[src/rtl/tick_pkg.sv]
// rtl/tick_pkg.sv - shared types and defaults for tick generator/meter blocks
package tick_pkg;

  localparam int TICK_WINDOW_DEFAULT = 1000;

  typedef enum logic [1:0] {
    ST_IDLE    = 2'd0,
    ST_MEASURE = 2'd1,
    ST_REPORT  = 2'd2
  } tick_state_e;

endpackage

[src/rtl/rise_detect.sv]
// rtl/rise_detect.sv - registered previous value with sync clear; 0->1 pulse while enabled
module rise_detect (
  input  logic i_clk,
  input  logic i_reset,
  input  logic i_clr,
  input  logic i_en,
  input  logic i_d,
  output logic o_rise
);

  logic r_prev;

  always_ff @(posedge i_clk) begin
    if (i_reset || i_clr) begin
      r_prev <= 1'b0;
    end else if (i_en) begin
      r_prev <= i_d;
    end
  end

  // Previous value only advances on enabled cycles, so gaps never fake an edge.
  assign o_rise = i_en & i_d & ~r_prev;

endmodule

[src/rtl/tick_meter.sv]
// rtl/tick_meter.sv - counts high cycles and rising edges of a tick over a fixed window
// and compares both against expectations latched at start.
module tick_meter
  import tick_pkg::*;
#(
  parameter int WINDOW = TICK_WINDOW_DEFAULT,
  parameter int CNT_W  = $clog2(WINDOW + 1)
) (
  input  logic             i_clk,
  input  logic             i_reset,
  input  logic             i_start,
  input  logic             i_tick_in,
  input  logic [CNT_W-1:0] i_exp_high,
  input  logic [CNT_W-1:0] i_exp_edges,
  output logic             o_busy,
  output logic             o_done,
  output logic [CNT_W-1:0] o_high_count,
  output logic [CNT_W-1:0] o_edge_count,
  output logic             o_pass
);

  localparam logic [CNT_W-1:0] LP_LAST_SAMPLE = CNT_W'(WINDOW - 1);

  tick_state_e      r_state;
  tick_state_e      w_state_nxt;
  logic             w_accept;
  logic             w_measure;
  logic             w_last;
  logic             w_rise;
  logic [CNT_W-1:0] r_sample_cnt;
  logic [CNT_W-1:0] r_high_cnt;
  logic [CNT_W-1:0] r_edge_cnt;
  logic [CNT_W-1:0] r_exp_high;
  logic [CNT_W-1:0] r_exp_edges;
  logic             r_done;
  logic             r_pass;

  assign w_measure = (r_state == ST_MEASURE);
  assign w_accept  = (r_state == ST_IDLE) && i_start;
  assign w_last    = w_measure && (r_sample_cnt == LP_LAST_SAMPLE);

  rise_detect u_rise_detect (
    .i_clk   (i_clk),
    .i_reset (i_reset),
    .i_clr   (w_accept),
    .i_en    (w_measure),
    .i_d     (i_tick_in),
    .o_rise  (w_rise)
  );

  always_ff @(posedge i_clk) begin
    if (i_reset) begin
      r_state <= ST_IDLE;
    end else begin
      r_state <= w_state_nxt;
    end
  end

  always_comb begin
    w_state_nxt = r_state;
    case (r_state)
      ST_IDLE:    if (i_start) w_state_nxt = ST_MEASURE;
      ST_MEASURE: if (w_last)  w_state_nxt = ST_REPORT;
      ST_REPORT:  w_state_nxt = ST_IDLE;
      default:    w_state_nxt = ST_IDLE;
    endcase
  end

  // Results persist after REPORT until the next accepted start clears them.
  always_ff @(posedge i_clk) begin
    if (i_reset) begin
      r_sample_cnt <= '0;
      r_high_cnt   <= '0;
      r_edge_cnt   <= '0;
      r_exp_high   <= '0;
      r_exp_edges  <= '0;
      r_done       <= 1'b0;
      r_pass       <= 1'b0;
    end else begin
      r_done <= 1'b0;
      if (w_accept) begin
        r_sample_cnt <= '0;
        r_high_cnt   <= '0;
        r_edge_cnt   <= '0;
        r_exp_high   <= i_exp_high;
        r_exp_edges  <= i_exp_edges;
        r_pass       <= 1'b0;
      end else if (w_measure) begin
        r_sample_cnt <= r_sample_cnt + 1'b1;
        r_high_cnt   <= r_high_cnt + {{(CNT_W-1){1'b0}}, i_tick_in};
        r_edge_cnt   <= r_edge_cnt + {{(CNT_W-1){1'b0}}, w_rise};
      end else if (r_state == ST_REPORT) begin
        r_pass <= (r_high_cnt == r_exp_high) && (r_edge_cnt == r_exp_edges);
        r_done <= 1'b1;
      end
    end
  end

  assign o_busy       = (r_state != ST_IDLE);
  assign o_done       = r_done;
  assign o_high_count = r_high_cnt;
  assign o_edge_count = r_edge_cnt;
  assign o_pass       = r_pass;

endmodule

[config.mk]
export PLATFORM = sky130hd
export DESIGN_NAME = tick_meter
export DESIGN_NICKNAME = d
export VERILOG_FILES = /design/src/rtl/tick_pkg.sv /design/src/rtl/rise_detect.sv /design/src/rtl/tick_meter.sv
export SDC_FILE = /design/constraint.sdc
export NUM_CORES = 1
export LEC_CHECK = 0
export BUFFER_PORTS_ARGS = -buffer_cell sky130_fd_sc_hd__buf_2
export CORE_MARGIN = 2
export CORE_UTILIZATION = 49
export DETAILED_ROUTE_END_ITERATION = 8
export PLACE_DENSITY = 0.72
export SYNTH_ARGS = -nofsm -noshare
export SYNTH_HDL_FRONTEND = slang
export SYNTH_HIERARCHICAL = 1
export SYNTH_SLANG_ARGS = --single-unit
[constraint.sdc]
create_clock -name i_clk -period 1.94 [get_ports i_clk]
set_input_delay 0.388 -clock i_clk [delete_from_list [all_inputs] [get_ports i_clk]]
set_output_delay 0.388 -clock i_clk [all_outputs]
set_load 0.02 [all_outputs]
# After elaboration in Yosys (flattened, before gate mapping)
# Cells that the tools add are included.
[totals]
latch_bits = 0
mem_bits_ro = 0
reg_bits = 55
out_inout_bits = 23
ramBits = 0
inputBits = 24
memories = 0
wordCells = 37
[classes]
bitwise = 4
order_cmp = 0
n_eq_ne = 7
reduce_logical = 10
shift = 0
n_mux = 4
div_mod_pow = 0
mul = 0
n_addsub = 3
[op_table]
columns = ["op", "n"]
rows = [
  ["10-bit by 1-bit adder with 10-bit output", 2],
  ["10-bit equality test", 2],
  ["10-bit by 1-bit adder with 10-bit output (second input constant)", 1],
  ["10-bit equality test (second input constant)", 1],
  ["2-bit 2-to-1 mux", 2],
  ["2-bit inequality test (second input constant)", 2],
  ["2-bit one-hot mux with 2 select lines", 1],
  ["2-bit AND reduction", 2],
  ["1-bit logical AND", 3],
  ["3-bit OR reduction", 1],
  ["1-bit AND", 2],
  ["2-bit by 1-bit equality test with 1-bit output (second input constant)", 1],
  ["2-bit equality test (second input constant)", 1],
  ["2-bit zero test", 1],
  ["1-bit inverter", 2],
  ["2-bit nonzero test", 1],
  ["2-bit OR reduction", 1],
  ["1-bit logical OR", 1],
  ["1-bit 2-to-1 mux", 1],
]

# Longest topological paths before layout
[logic_depth]
ltp_word = 4
ltp_mapped = 12
depth_no_buf = 10

# By module
# The synthesis kept the hierarchy.
[by_module_without_submodules]
columns = ["mod", "area_each_um2", "cells_per_inst", "seq_area_each_um2", "n_inst"]
rows = [
  ["tick_meter", 2366.0, 285, 1081.0, 1],
  ["rise_detect", 46.3, 5, 20.0, 1],
]

# Worst setup path after synthesis
# Ideal clock, no wire load.
[synth_path]
path_type = "register to register"
from = "register r_state[1]"
to = "register r_edge_cnt[9] (netlist: o_edge_count[9])"
required_time_ns = 1.869
path_slack_ns = -0.208
path_buffers = 2
t_arrival_ns = 2.078
setup_ns = 0.071
stages_incl_launch_ff = 12
period_less_slack_ns = 2.148
path_cell_list = "dfxtp_1 nand2b_1 buf_2 inv_2 buf_2 nand2_1 nor2_1 ha_1 nand2_1 or2_1 or4_1 a21oi_1"
[synth_via]
elab_chain_cells = 4
word_cells_on_any_way = 7
classes_between = "1 x add/sub; 1 x eq/ne; 2 x bitwise; 3 x reduce/logical"
[synth_lines]
columns = ["element", "line_no", "source"]
rows = [
  ["from (decl)", "tick_meter.sv:24", "tick_state_e r_state;"],
  ["from (signal assigned)", "tick_meter.sv:55", "r_state <= w_state_nxt;"],
  ["2-bit by 1-bit equality test with 1-bit output", "tick_meter.sv:38", "assign w_measure = (r_state == ST_MEASURE);"],
  ["net w_measure", "tick_meter.sv:27", "logic w_measure;"],
  ["1-bit AND (2 in series)", "rise_detect.sv:22", "assign o_rise = i_en & i_d & ~r_prev;"],
  ["net w_rise", "tick_meter.sv:29", "logic w_rise;"],
  ["10-bit by 1-bit adder with 10-bit output", "tick_meter.sv:91", "r_edge_cnt <= r_edge_cnt + {{(CNT_W-1){1'b0}}, w_rise};"],
  ["to (signal assigned)", "tick_meter.sv:91", ""],
  ["to (decl)", "tick_meter.sv:32", "logic [CNT_W-1:0] r_edge_cnt;"],
]
# The timed path passes the listed nets, and every way through them passes these cells.
# A chain may end at the register's enable or synchronous reset.

# Worst setup path after layout
[layout_path]
from = "register r_state[1]"
to = "register r_edge_cnt[9] (netlist: o_edge_count[9])"
[layout_via]
elab_chain_cells = 4
word_cells_on_any_way = 7
classes_between = "1 x add/sub; 1 x eq/ne; 2 x bitwise; 3 x reduce/logical"
[layout_lines]
columns = ["element", "line_no"]
rows = [
  ["2-bit by 1-bit equality test with 1-bit output", "tick_meter.sv:38"],
  ["1-bit AND (2 in series)", "rise_detect.sv:22"],
  ["net w_rise", "tick_meter.sv:29"],
  ["10-bit by 1-bit adder with 10-bit output", "tick_meter.sv:91"],
]
# The timed path passes the listed nets, and every way through them passes these cells.

==> impl.org <==
** Routing
- Number of nets still failing antenna checks after routing :: 0
- Number of DRC markers after the initial detailed-route iteration :: between 100 and 150
- Top routing layer used :: met4
- In the routed design, unresolved DRC markers number 0.
- Overall via count from detail_route :: 2040
- In the final routing, the length of wire on met1 measures 2600 um.
- The first TritonRoute pass finished after 4 iterations.
- Total length of routed met2 wires :: between 2000 and 2500 um
- In the routed layout, each cell is associated on average with a via count of 5.05.
- After detailed routing, the met3 layer carries 276 um of wire.
- Post-Route WL :: 5420 um
- Routed len/inst :: 13.4 um

** Pwr
- The share of total power dissipated in combinational logic is under 10%.
- Share of total power consumed by net switching :: about a quarter
- Static Leakage :: between 1 and 1.5 nW
- Power Total :: 2.16 mW
- Across the VDD grid, the largest voltage drop is 0.000440 V.
- In this run, flip-flops and latches consume roughly 55% of the power.
- Net switching component of the power :: 0.533 mW
- The share of total power dissipated in the clock network is 36.2%.
- Internal :: approximately 1.6 mW
- Dividing total power by cell area gives a power density of about 750 mW/mm^2.

** Final layout
- Leaving out fill and tap cells, the most frequent cell in the layout is nand2_1.
- With fillers left out, the area of the finished cells amounts to around 0.0029 mm^2.
- Nets :: ~370
- Fraction of final layout cells sized beyond drive strength 1 :: 22.0%
- Area growth from synthesis to layout :: 18.9%
- Leaving out fill and tap cells, the most frequent cells in the layout are nand2_1, dfxtp_1, buf_2, xor2_1, nor2_1.
- The number of antenna diodes in the final layout is 0.

** Floorplan
- DIE AREA :: 0.00550 mm^2
- Core Footprint :: 0.00472 mm^2
- Die span in x :: approximately 74 um
- For this configuration, the core starts out at a cell density of 51.1%.
- Chip Height :: 74.2 um
- 47 I/O pins were placed.
- The floorplan has 25 rows.

** Setup path
- Maximum fanout count along the critical path :: 7
- The worst setup path is of the reg -> reg kind.
- The cell that appears most often on the critical path is nand2_2.
- For this run, the slowest stage of the critical path takes 0.42 ns.
- Data arrival time of the critical path :: 2.10 ns
- Worst path cell trace :: nand2b_4 > inv_4 > nand2_2 > nor2_2 > ha_2 > nand2_2 > or2_4 > or4_4 > a21oi_2
- The slowest stage of the critical path belongs to the cell or4_4.
- Required time of the critical path :: 2.19 ns
- The worst setup path is launched from a flip-flop.
- Sort of element at the end of the critical path :: flip-flop

** Yosys
- During synthesis, Yosys emitted a total of 6 warnings.
- Synthesis produced a netlist with a net count of 319.
- Post-synthesis cell count :: 290
- Mean instance size in the synthesized netlist :: 8.32 um^2
- Sequential cells were found to cover a little under half of the synthesized design area.
- The number of different library cells used by synthesis comes to 29.
- After synthesis the cells add up to 0.00241 mm^2.
- The synthesized design contains 55 register bits.

** Status
- Result of the run :: finished clean

** Clock network
- TritonCTS built the clock tree.
- After clock tree synthesis, the clock-pin slew on the worst setup and hold paths is 0.11 ns.
- The clock drives 55 sinks.
- For the worst-skew pair, the clock arrives at the later sink with an insertion delay of 0.32 ns.
- Clock Tree Buf Depth :: 2
- In this run, post-CTS hold repair placed 0 buffers.
- CTS buffer count :: 5
- CTS Root Cell :: clkbuf_8
- The H-tree generated during clock tree synthesis spans 2 levels.

** Global routing
- Overall routing resource usage :: about a fifth
- The via count of the first global-routing pass is 1905.
- The initial antenna violation count was 0.
- Largest net degree at the start of global routing :: 31
- After global routing the overflow that remains totals 0.
- The first global-routing pass estimated between 8000 and 9000 um of wire.

** STA
- Measured against its own limit, the worst slew margin works out to 59.0%.
- For the pin with the worst max-slew slack, the measured transition is 0.615 ns.
- Final Hold Fails :: 0
- For the final database, setup skew stands at 0.0111 ns.
- The worst path needs 1.84 ns of the cycle, external delays included.
- Period utilization :: 94.9%
- Setup violations remaining at the end of the flow were counted as 0.
- RSZ-0062 raised after global routing :: false
- Maximum frequency from static timing analysis :: ~540 MHz
- The count of pins over their slew limit was 0.

** Job
- The tool flagged a number of max-cap violations equal to 0.

** Min path
- The worst hold path belongs to the class in -> reg.

** Place
- At the end of routability-driven placement, the weighted congestion stood at 0.774.
- The HPWL after detailed placement is slightly below 4000 um.
- Port buffering added 46 buffers.
- Area after detailed placement :: 0.00274 mm^2
-- routing by layer --
layer,up-vias,track usage [%]
met5,-,0
li1,1051,-
met4,0,5.45
met3,5,3.93
met1,937,30.0
met2,47,33.5
-- area by class of cell --
class | count | area (um^2)
multi-input cells | 217 | 1270
flip-flops and latches | 55 | 1110
clock buffers | 5 | 68.8
inverters | 5 | 21.3
repair buffers | 52 | 275
well taps | 67 | 83.8
clock inverters | 3 | 46.3
fillers | 425 | 1860
-- worst paths after layout --
| check | from | endpoint | slack, ns | cells past startpoint |
|---|---|---|---|---|
| worst min-delay path | i_exp_edges[3] | r_exp_edges[3] | 0.30 | 3 |
| worst min register to register | o_pass | o_pass | 0.47 | 2 |
| worst max-delay path | r_state[1] | o_edge_count[9] | 0.1 | 9 |
| worst max register to register | r_state[1] | o_edge_count[9] | 0.1 | 9 |
-- sequential cells by signal, indices dropped and copies added (netlist names) --
register              cells
o_edge_count             10
o_high_count             10
r_exp_edges              10
r_exp_high               10
r_sample_cnt             10
r_state                   2
o_done                    1
o_pass                    1
u_rise_detect/r_prev      1
-- worst max-delay path: cells and delay by family, from the launching register on --
family | cells | cell delay [ns]
adder cells (fa/ha/maj) | 1 | 0.18
flip-flops | 1 | 0.37
AND/OR/NAND/NOR | 6 | 1.07
buffers and inverters | 1 | 0.05
AO/OA/AOI/OAI | 1 | 0.12
-- stage by stage --
stage | hold WS (ns) | setup TNS [ns] | utilization, % | instances | setup slack, ns
5_1_grt | 0.306 | 0 | 60.7 | 404 | 0.00142
3_3_place_gp | 0.448 | 0 | 58.0 | 396 | 0.153
2_1_floorplan | 0.448 | -0.0710 | - | 290 | -0.0710
4_1_cts | 0.299 | 0 | 60.4 | 404 | 0.0763
6_report | 0.297 | 0 | 60.7 | 404 | 0.0994
3_5_place_dp | 0.457 | 0 | 58.0 | 396 | 0.0947
-- repair_timing --
item / CTS / global route
setup endpoints to repair: 0 / 1
resized for setup: 0 / 5
endpoints found under the hold margin: 0 / 0
setup buffers: 0 / 0
-- power groups by stage --
stage	clock network, mW	registers [mW]	logic [mW]
after CTS	0.791	1.18	0.191
after global routing	0.830	1.19	0.216
after floorplan	0	1.21	0.129
final	0.781	1.18	0.191
after detailed placement	0	1.21	0.190
after global placement	0	1.21	0.188
-- synthesized netlist by cell type --
cell	n	area [um^2]
a211oi_2	1	12.5
a21oi_1	27	135
and2_1	1	6.26
and3_1	1	6.26
and4_1	2	17.5
and4b_1	2	20.0
buf_2	4	20.0
clkbuf_1	9	33.8
dfxtp_1	55	1100
ha_1	5	62.6
inv_1	3	11.3
inv_2	2	7.51
nand2_1	63	236
nand2b_1	3	18.8
nand3_1	6	30.0
nand3b_1	2	15.0
nand4_1	10	62.6
nor2_1	31	116
nor3_1	7	35.0
nor4_1	5	31.3
o21ai_1	1	5.00
o31ai_1	1	7.51
or2_1	1	6.26
or2_2	1	6.26
or3_1	1	6.26
or3b_1	1	8.76
or4_1	1	7.51
xnor2_1	10	87.6
xor2_1	34	298
-- cells by family (layout without fill, tap and decap cells) --
family	after synthesis	in the layout	share of synthesized area, %
adder cells (fa/ha/maj)	5	5	2.59
AO/OA/AOI/OAI	30	30	6.64
buffers and inverters	18	65	3.01
XOR/XNOR	44	44	16.0
flip-flops	55	55	45.6
AND/OR/NAND/NOR	138	138	26.1
(Power assumes the default switching activity.)
